==> src/rtl/booth_mult_sequencer.sv <==
// Sequencer for a signed WIDTH x WIDTH radix-2 Booth multiply that borrows the
// shared carry-select adder through a request/grant handshake.
//
// state  | meaning
// IDLE   | waiting for ctrl_mult
// RUN    | one Booth iteration per granted adder cycle
// DONE   | one-cycle result strobe, may restart immediately
module booth_mult_sequencer #(
   parameter int WIDTH = 32,
   parameter int CNT_W = 5
) (
   input  logic             clock,
   input  logic             reset_n,
   input  logic             ctrl_mult,
   input  logic [WIDTH-1:0] operand_a,
   input  logic [WIDTH-1:0] operand_b,
   output logic             add_req,
   input  logic             add_gnt,
   output logic [WIDTH-1:0] add_in0,
   output logic [WIDTH-1:0] add_in1,
   output logic             add_cin,
   input  logic [WIDTH-1:0] add_out,
   input  logic             add_overflow,
   output logic             busy,
   output logic [WIDTH-1:0] data_result,
   output logic             data_exception,
   output logic             data_resultRDY
);

   typedef enum logic [1:0] {
      S_IDLE = 2'd0,
      S_RUN  = 2'd1,
      S_DONE = 2'd2
   } state_t;

   localparam logic [CNT_W-1:0] CNT_LAST = CNT_W'(WIDTH - 1);

   state_t           state_q, state_d;
   logic [WIDTH-1:0] a_q, a_d;
   logic [WIDTH-1:0] q_q, q_d;
   logic [WIDTH-1:0] m_q, m_d;
   logic             qm1_q, qm1_d;
   logic [CNT_W-1:0] cnt_q, cnt_d;
   logic [WIDTH-1:0] res_q, res_d;
   logic             exc_q, exc_d;

   logic             sum_sign;
   logic [WIDTH-1:0] a_shift;
   logic [WIDTH-1:0] q_shift;

   // The 33rd sum bit is recovered from the adder's overflow flag, so the
   // arithmetic shift stays exact even for M = most-negative value.
   assign sum_sign = add_out[WIDTH-1] ^ add_overflow;
   assign a_shift  = {sum_sign, add_out[WIDTH-1:1]};
   assign q_shift  = {add_out[0], q_q[WIDTH-1:1]};

   assign add_in0        = a_q;
   assign data_result    = res_q;
   assign data_exception = exc_q;

   always_comb begin
      state_d        = state_q;
      a_d            = a_q;
      q_d            = q_q;
      m_d            = m_q;
      qm1_d          = qm1_q;
      cnt_d          = cnt_q;
      res_d          = res_q;
      exc_d          = exc_q;
      add_req        = 1'b0;
      add_in1        = '0;
      add_cin        = 1'b0;
      busy           = 1'b0;
      data_resultRDY = 1'b0;

      case (state_q)
         S_IDLE: begin
            if (ctrl_mult) begin
               state_d = S_RUN;
               m_d     = operand_a;
               q_d     = operand_b;
               a_d     = '0;
               qm1_d   = 1'b0;
               cnt_d   = '0;
            end
         end
         S_RUN: begin
            add_req = 1'b1;
            busy    = 1'b1;
            case ({q_q[0], qm1_q})
               2'b01: add_in1 = m_q;
               2'b10: begin
                  add_in1 = ~m_q;
                  add_cin = 1'b1;
               end
               default: add_in1 = '0;
            endcase
            if (add_gnt) begin
               a_d   = a_shift;
               q_d   = q_shift;
               qm1_d = q_q[0];
               cnt_d = cnt_q + 1'b1;
               if (cnt_q == CNT_LAST) begin
                  state_d = S_DONE;
                  res_d   = q_shift;
                  exc_d   = (a_shift != {WIDTH{q_shift[WIDTH-1]}});
               end
            end
         end
         S_DONE: begin
            data_resultRDY = 1'b1;
            if (ctrl_mult) begin
               state_d = S_RUN;
               m_d     = operand_a;
               q_d     = operand_b;
               a_d     = '0;
               qm1_d   = 1'b0;
               cnt_d   = '0;
            end else begin
               state_d = S_IDLE;
            end
         end
         default: state_d = S_IDLE;
      endcase
   end

   always_ff @(posedge clock or negedge reset_n) begin
      if (!reset_n) begin
         state_q <= S_IDLE;
         a_q     <= '0;
         q_q     <= '0;
         m_q     <= '0;
         qm1_q   <= 1'b0;
         cnt_q   <= '0;
         res_q   <= '0;
         exc_q   <= 1'b0;
      end else begin
         state_q <= state_d;
         a_q     <= a_d;
         q_q     <= q_d;
         m_q     <= m_d;
         qm1_q   <= qm1_d;
         cnt_q   <= cnt_d;
         res_q   <= res_d;
         exc_q   <= exc_d;
      end
   end

endmodule

==> config.mk <==
export PLATFORM = sky130hd
export DESIGN_NAME = booth_mult_sequencer
export DESIGN_NICKNAME = d
export VERILOG_FILES = /design/src/rtl/booth_mult_sequencer.sv
export SDC_FILE = /design/constraint.sdc
export NUM_CORES = 1
export LEC_CHECK = 0
export ABC_AREA = 1
export CORE_MARGIN = 2
export CORE_UTILIZATION = 42
export CTS_CLUSTER_SIZE = 40
export DETAILED_ROUTE_END_ITERATION = 7
export PLACE_DENSITY = 0.77
export SYNTH_ARGS = -nofsm -noshare
export SYNTH_HDL_FRONTEND = slang
export SYNTH_SLANG_ARGS = --single-unit
==> constraint.sdc <==
create_clock -name clock -period 1.6 [get_ports clock]
set_input_delay 0.24 -clock clock [delete_from_list [all_inputs] [get_ports clock]]
set_output_delay 0.24 -clock clock [all_outputs]
set_load 0.05 [all_outputs]
Yosys cells after proc, flatten, opt, wreduce, memory -nomap -nowiden. Cells that the tools add are included.

Add/subtract/negate cells: 1. Equality and inequality tests: 10. Multiplexer cells: 23. Bitwise gates (word level): 2. Reductions and logical operators: 7.

Operators with widths (number): 32-bit case mux with 2 select lines (3); 32-bit 2-to-1 mux (5); 32-bit != test (1); 32-bit inverter (1); 5-bit 2-to-1 mux (2); 5-bit case mux with 2 select lines (1); 3-bit AND reduction (3); 1-bit 2-to-1 mux (7); 2-bit 2-to-1 mux (3); 2-bit != test (second input constant) (3); 2-bit case mux with 3 select lines (1); 5-bit by 1-bit adder with 5-bit output (second input constant) (1); 5-bit == test (second input constant) (1); 2-bit by 1-bit == test with 1-bit output (second input constant) (2); 2-bit == test (second input constant) (2); 2-bit logical NOT (1); 2-bit by 1-bit != test with 1-bit output (second input constant) (1); 1-bit case mux with 2 select lines (1); 2-bit AND reduction (1); 2-bit nonzero test (1); 2-bit OR reduction (1); 1-bit bitwise XOR (1).

Input port bits: 101. Output and inout port bits: 101. Word-level logic and storage cells: 51. Register bits: 137.

Logic depth before layout (Yosys ltp). Gate-level depths: netlist of run 1.

Depth after elaboration: 4. Depth in mapped cells: 10.

Worst setup path before layout of run 1. Ideal clock, no wire load.

Path kind: register to output. Start point: reg state_q[1]. End point: out add_in1[23]. Cell stages (with the launch flop): 7. Setup slack: -0.845 ns. Data arrival time: 2.205 ns. Cells stage by stage: dfrtp_1 > inv_1 > nand2_1 > inv_1 > clkbuf_1 > o21ai_0 > a21oi_1.

Longest elaborated chain between the ends: 2.

Ends and longest elaborated chain: from (decl) (line 38) `state_t state_q, state_d;`; from (signal assigned) (line 138) `state_q <= state_d;`; 2-bit by 1-bit == test with 1-bit output (line 76) `case (state_q)`; 32-bit 2-to-1 mux (line 76); to (decl) (line 20) `output logic [WIDTH-1:0] add_in1,`.

Every way passes these cells.

Worst setup path after layout of run 1.
Start point: reg qm1_q. End point: out add_in1[6].

Longest elaborated chain between the ends: 3.

Ends and longest elaborated chain: from (decl) (line 42) `logic qm1_q, qm1_d;`; from (signal assigned) (line 142) `qm1_q <= qm1_d;`; 2-bit == test or 2-bit by 1-bit == test with 1-bit output (tied branches) (line 90) `case ({q_q[0], qm1_q})`; 32-bit case mux with 2 select lines * (line 90); 32-bit 2-to-1 mux * (line 76).

Mark *: on every way between the ends. The rest lies on a longest branch, timed or not.

==> qor.json, run 1 <==
{
  "via_count": {"value": 6017},
  "cts_root_buffer": {"value": "sky130_fd_sc_hd__clkbuf_16"},
  "finalMaxSlewViolations": {"value": 0},
  "totalNegativeSetupSlack": {"value": -9.50, "unit": "ns"},
  "mappedNetlistArea": {"value": 0.00619, "unit": "sq mm"},
  "first_iter_violations": {"value": 363},
  "p_leak": {"value": 4.90, "unit": "nW"},
  "synth_fp_nets": {"value": 845},
  "cts.htree.levels": {"value": 4},
  "clock_latency": {"value": 0.42, "unit": "ns"},
  "initial_core_utilization": {"value": 0.427},
  "layout.nets": {"value": 1076},
  "startpoint_type": {"value": "flip-flop"},
  "worst_ep_arrival_time": {"value": 1.67, "unit": "ns"},
  "final_cycle_share": {"value": 1.20},
  "worst_slew_pin_slew": {"value": 0.519, "unit": "ns"},
  "tritoncts": {"value": "yes"},
  "ys_ff_latch": {"value": 137},
  "synth-warning-count": {"value": 0},
  "nFillCells": {"value": 1052},
  "fin_worst_skew": {"value": 0.0108, "unit": "ns"},
  "synth_cells": {"value": 742},
  "route.antenna.remaining_nets": {"value": 0},
  "final_layout_size_suffix_gt1_frac": {"value": 0.284},
  "min-delay-path-class": {"value": "primary input to asynchronous set/reset pin"},
  "globalRouteOverflowTotal": {"value": 0},
  "avgSynthCellArea": {"value": 8.34, "unit": "sq um"},
  "finalPower": {"value": 24.8, "unit": "mW"},
  "hold_slack": {"value": 0.342, "unit": "ns"},
  "multi_input_area": {"value": 0.00282, "unit": "sq mm"},
  "final.min_clock_period": {"value": 1.91, "unit": "ns"},
  "dp_hpwl": {"value": 11800, "unit": "microns"},
  "synth.cells.most_frequent": {"value": "sky130_fd_sc_hd__nand2_1 (188), sky130_fd_sc_hd__dfrtp_1 (137), sky130_fd_sc_hd__o21ai_0 (94)"},
  "synth_top_cell_area_share": {"value": 0.554},
  "synth.largest_area_cell": {"value": "sky130_fd_sc_hd__dfrtp_1"},
  "grt_setup_unrepaired": {"value": "yes"},
  "fin_ws": {"value": -0.314, "unit": "ns"},
  "worstSetupPathType": {"value": "flip-flop to primary output"},
  "dp.cells": {"value": 1110},
  "drt_drc_violations_left": {"value": 0},
  "status": {"value": "finished, violations left"},
  "die_w": {"value": 125, "unit": "microns"},
  "wire_length_of_the_first_global_routing_pass": {"value": 29500, "unit": "microns"},
  "detail_route.vias_per_cell": {"value": 5.14},
  "final_hold_viol_count": {"value": 0},
  "post_synth_num_cell_types": {"value": 26},
  "yosys-top-cells-area": {"value": "sky130_fd_sc_hd__dfrtp_1 (55%), sky130_fd_sc_hd__nand2_1 (11%), sky130_fd_sc_hd__o21ai_0 (7.6%), sky130_fd_sc_hd__inv_1 (5.0%), sky130_fd_sc_hd__o211ai_1 (3.9%)"},
  "die_y": {"value": 125, "unit": "microns"},
  "number_of_flops_mapped_to_enable_cells_by_yosys": {"value": 0},
  "achievable-frequency": {"value": 0.523, "unit": "GHz"},
  "drt_wl_total": {"value": 19600, "unit": "microns"},
  "detail_route.wl_per_cell": {"value": 16.8, "unit": "microns"},
  "design_area": {"value": 0.0105, "unit": "sq mm"},
  "synthArstFlopShare": {"value": 1.00},
  "drv.max_cap_violation_count": {"value": 0},
  "worst_slew_margin_rel": {"value": 0.654},
  "cell_area_reported_after_detailed_placement": {"value": 0.00911, "unit": "sq mm"},
  "dominantRegCellSynth": {"value": "sky130_fd_sc_hd__dfrtp_1"},
  "vdd_ir_drop_max": {"value": 1120, "unit": "uV"},
  "num_rows": {"value": 44},
  "core_region_area": {"value": 0.0145, "unit": "sq mm"},
  "layout-area-overhead-vs-synth": {"value": 69.3, "unit": "%"},
  "drtPass1Iterations": {"value": 5},
  "critical_path.max_fanout": {"value": 8},
  "numClockSinks": {"value": 137},
  "yosysMostFrequentCell": {"value": "sky130_fd_sc_hd__nand2_1"},
  "worstPathRequired": {"value": 1.36, "unit": "ns"},
  "grt_antenna_before_repair": {"value": 0},
  "failing_checks": {"value": "negative setup slack"},
  "ports": {"value": 202},
  "setup_viol": {"value": 35},
  "layout.cells.non_filler": {"value": 1170},
  "power_per_cell_area": {"value": 2370, "unit": "mW/mm^2"},
  "fp.dieArea": {"value": 0.0157, "unit": "sq mm"},
  "ctsLongestPathBuffers": {"value": 2},
  "cts_inserted_buffers": {"value": 17},
  "dp_slack": {"value": -0.132, "unit": "ns"},
  "clk_pin_slew_worst_paths": {"value": 0.06, "unit": "ns"},
  "post-route-util": {"value": 0.724},
  "via_count_of_the_first_global_routing_pass": {"value": 5830},
  "place.port_buffers": {"value": 201},
  "cp-end-kind": {"value": "primary output"},
  "register_area": {"value": 0.00343, "unit": "sq mm"},
  "grt_util_all_layers": {"value": 0.233},
  "antenna-diode-count": {"value": 0},
  "grt_start_max_net_pins": {"value": 50},
  "globalplace.congestion": {"value": 0.778},
  "synth_sequential_area_ratio": {"value": 0.554}
}
-- kinds of logic after synthesis --
family / count (synthesis) / synth area share
AO/OA/AOI/OAI: 210 / 0.183
XOR/XNOR: 1 / 0.00142
adder cells (fa/ha/maj): 2 / 0.00404
buffers and inverters: 132 / 0.0890
flip-flops: 137 / 0.554
AND/OR/NAND/NOR: 260 / 0.168
-- where the power goes --
part | total [mW] | internal [mW] | switching [mW]
clock | 3.87 | 2.34 | 1.53
sequential | 5.27 | 4.71 | 0.560
combinational | 15.7 | 6.52 | 9.17
-- repair_timing --
item	in CTS	in global routing
hold buffers	1	0
buffers inserted	6	10
setup endpoints to repair	43	72
pin swaps	3	8
gates resized for setup	59	59
gates cloned	6	6
hold endpoints to repair	42	0
-- worst max-delay path, stage by stage, from the launching register on --
cell                        delay, ns
sky130_fd_sc_hd__dfrtp_1         0.38
sky130_fd_sc_hd__inv_2           0.06
sky130_fd_sc_hd__nor2_4          0.12
sky130_fd_sc_hd__buf_12          0.14
sky130_fd_sc_hd__clkbuf_16       0.18
sky130_fd_sc_hd__o21ai_2         0.07
sky130_fd_sc_hd__a21oi_4         0.14
sky130_fd_sc_hd__buf_12          0.15
-- layout by cell type (no fill, tap or decap), types with 32 or more instances in the layout --
cell type,n
sky130_fd_sc_hd__a21oi_4,32
sky130_fd_sc_hd__buf_12,49
sky130_fd_sc_hd__buf_4,92
sky130_fd_sc_hd__clkdlybuf4s50_1,99
sky130_fd_sc_hd__dfrtp_1,136
sky130_fd_sc_hd__inv_1,75
sky130_fd_sc_hd__nand2_1,184
sky130_fd_sc_hd__nand3_1,35
sky130_fd_sc_hd__o211ai_1,32
sky130_fd_sc_hd__o21ai_0,61
sky130_fd_sc_hd__o21ai_1,48
-- registers in the layout, indices dropped and copies added, names as in the netlist --
signal / flops
add_in0: 32
cnt_q: 5
data_exception: 1
data_result: 32
m_q: 32
q_q: 32
qm1_q: 1
state_q: 2
-- layer usage --
metal  global-route usage  wire [microns]  up-vias
met4               0.0667             387        0
met3               0.0599            1080       27
met5                    0               0        -
met2                0.385            9820      199
met1                0.304            8340     2905
li1                     -               -     2886
-- path summary, 6_finish.rpt --
| kind | end | cells past startpoint | slack [ns] | start |
|---|---|---|---|---|
| max in group asynchronous | m_q[30] | 3 | 0.67 | reset_n |
| worst min register to register | data_result[5] | 2 | 0.49 | data_result[5] |
| min in group clock | m_q[24] | 3 | 0.39 | operand_a[24] |
| worst max-delay path | add_in1[6] | 7 | -0.31 | qm1_q |
| worst min-delay path | q_q[2] | 2 | 0.34 | reset_n |
| worst max register to register | data_exception | 9 | 0.09 | cnt_q[1] |
-- cell type report --
type,instances,area share
clock buffer,18,0.0419
inverter,84,0.0310
clock inverter,14,0.0141
timing repair buffer,260,0.294
multi-input combinational,473,0.269
tap,184,0.0220
sequential,137,0.327
Note: power is estimated with default switching activity, not from simulation.
==> run 2, diff against run 1 <==
Settings changed: CAP_MARGIN set to 20, GPL_ROUTABILITY_DRIVEN set to 0.
==> results of run 2 <==
Same layout as run 1: the final DEF is identical, and so are final timing and power.
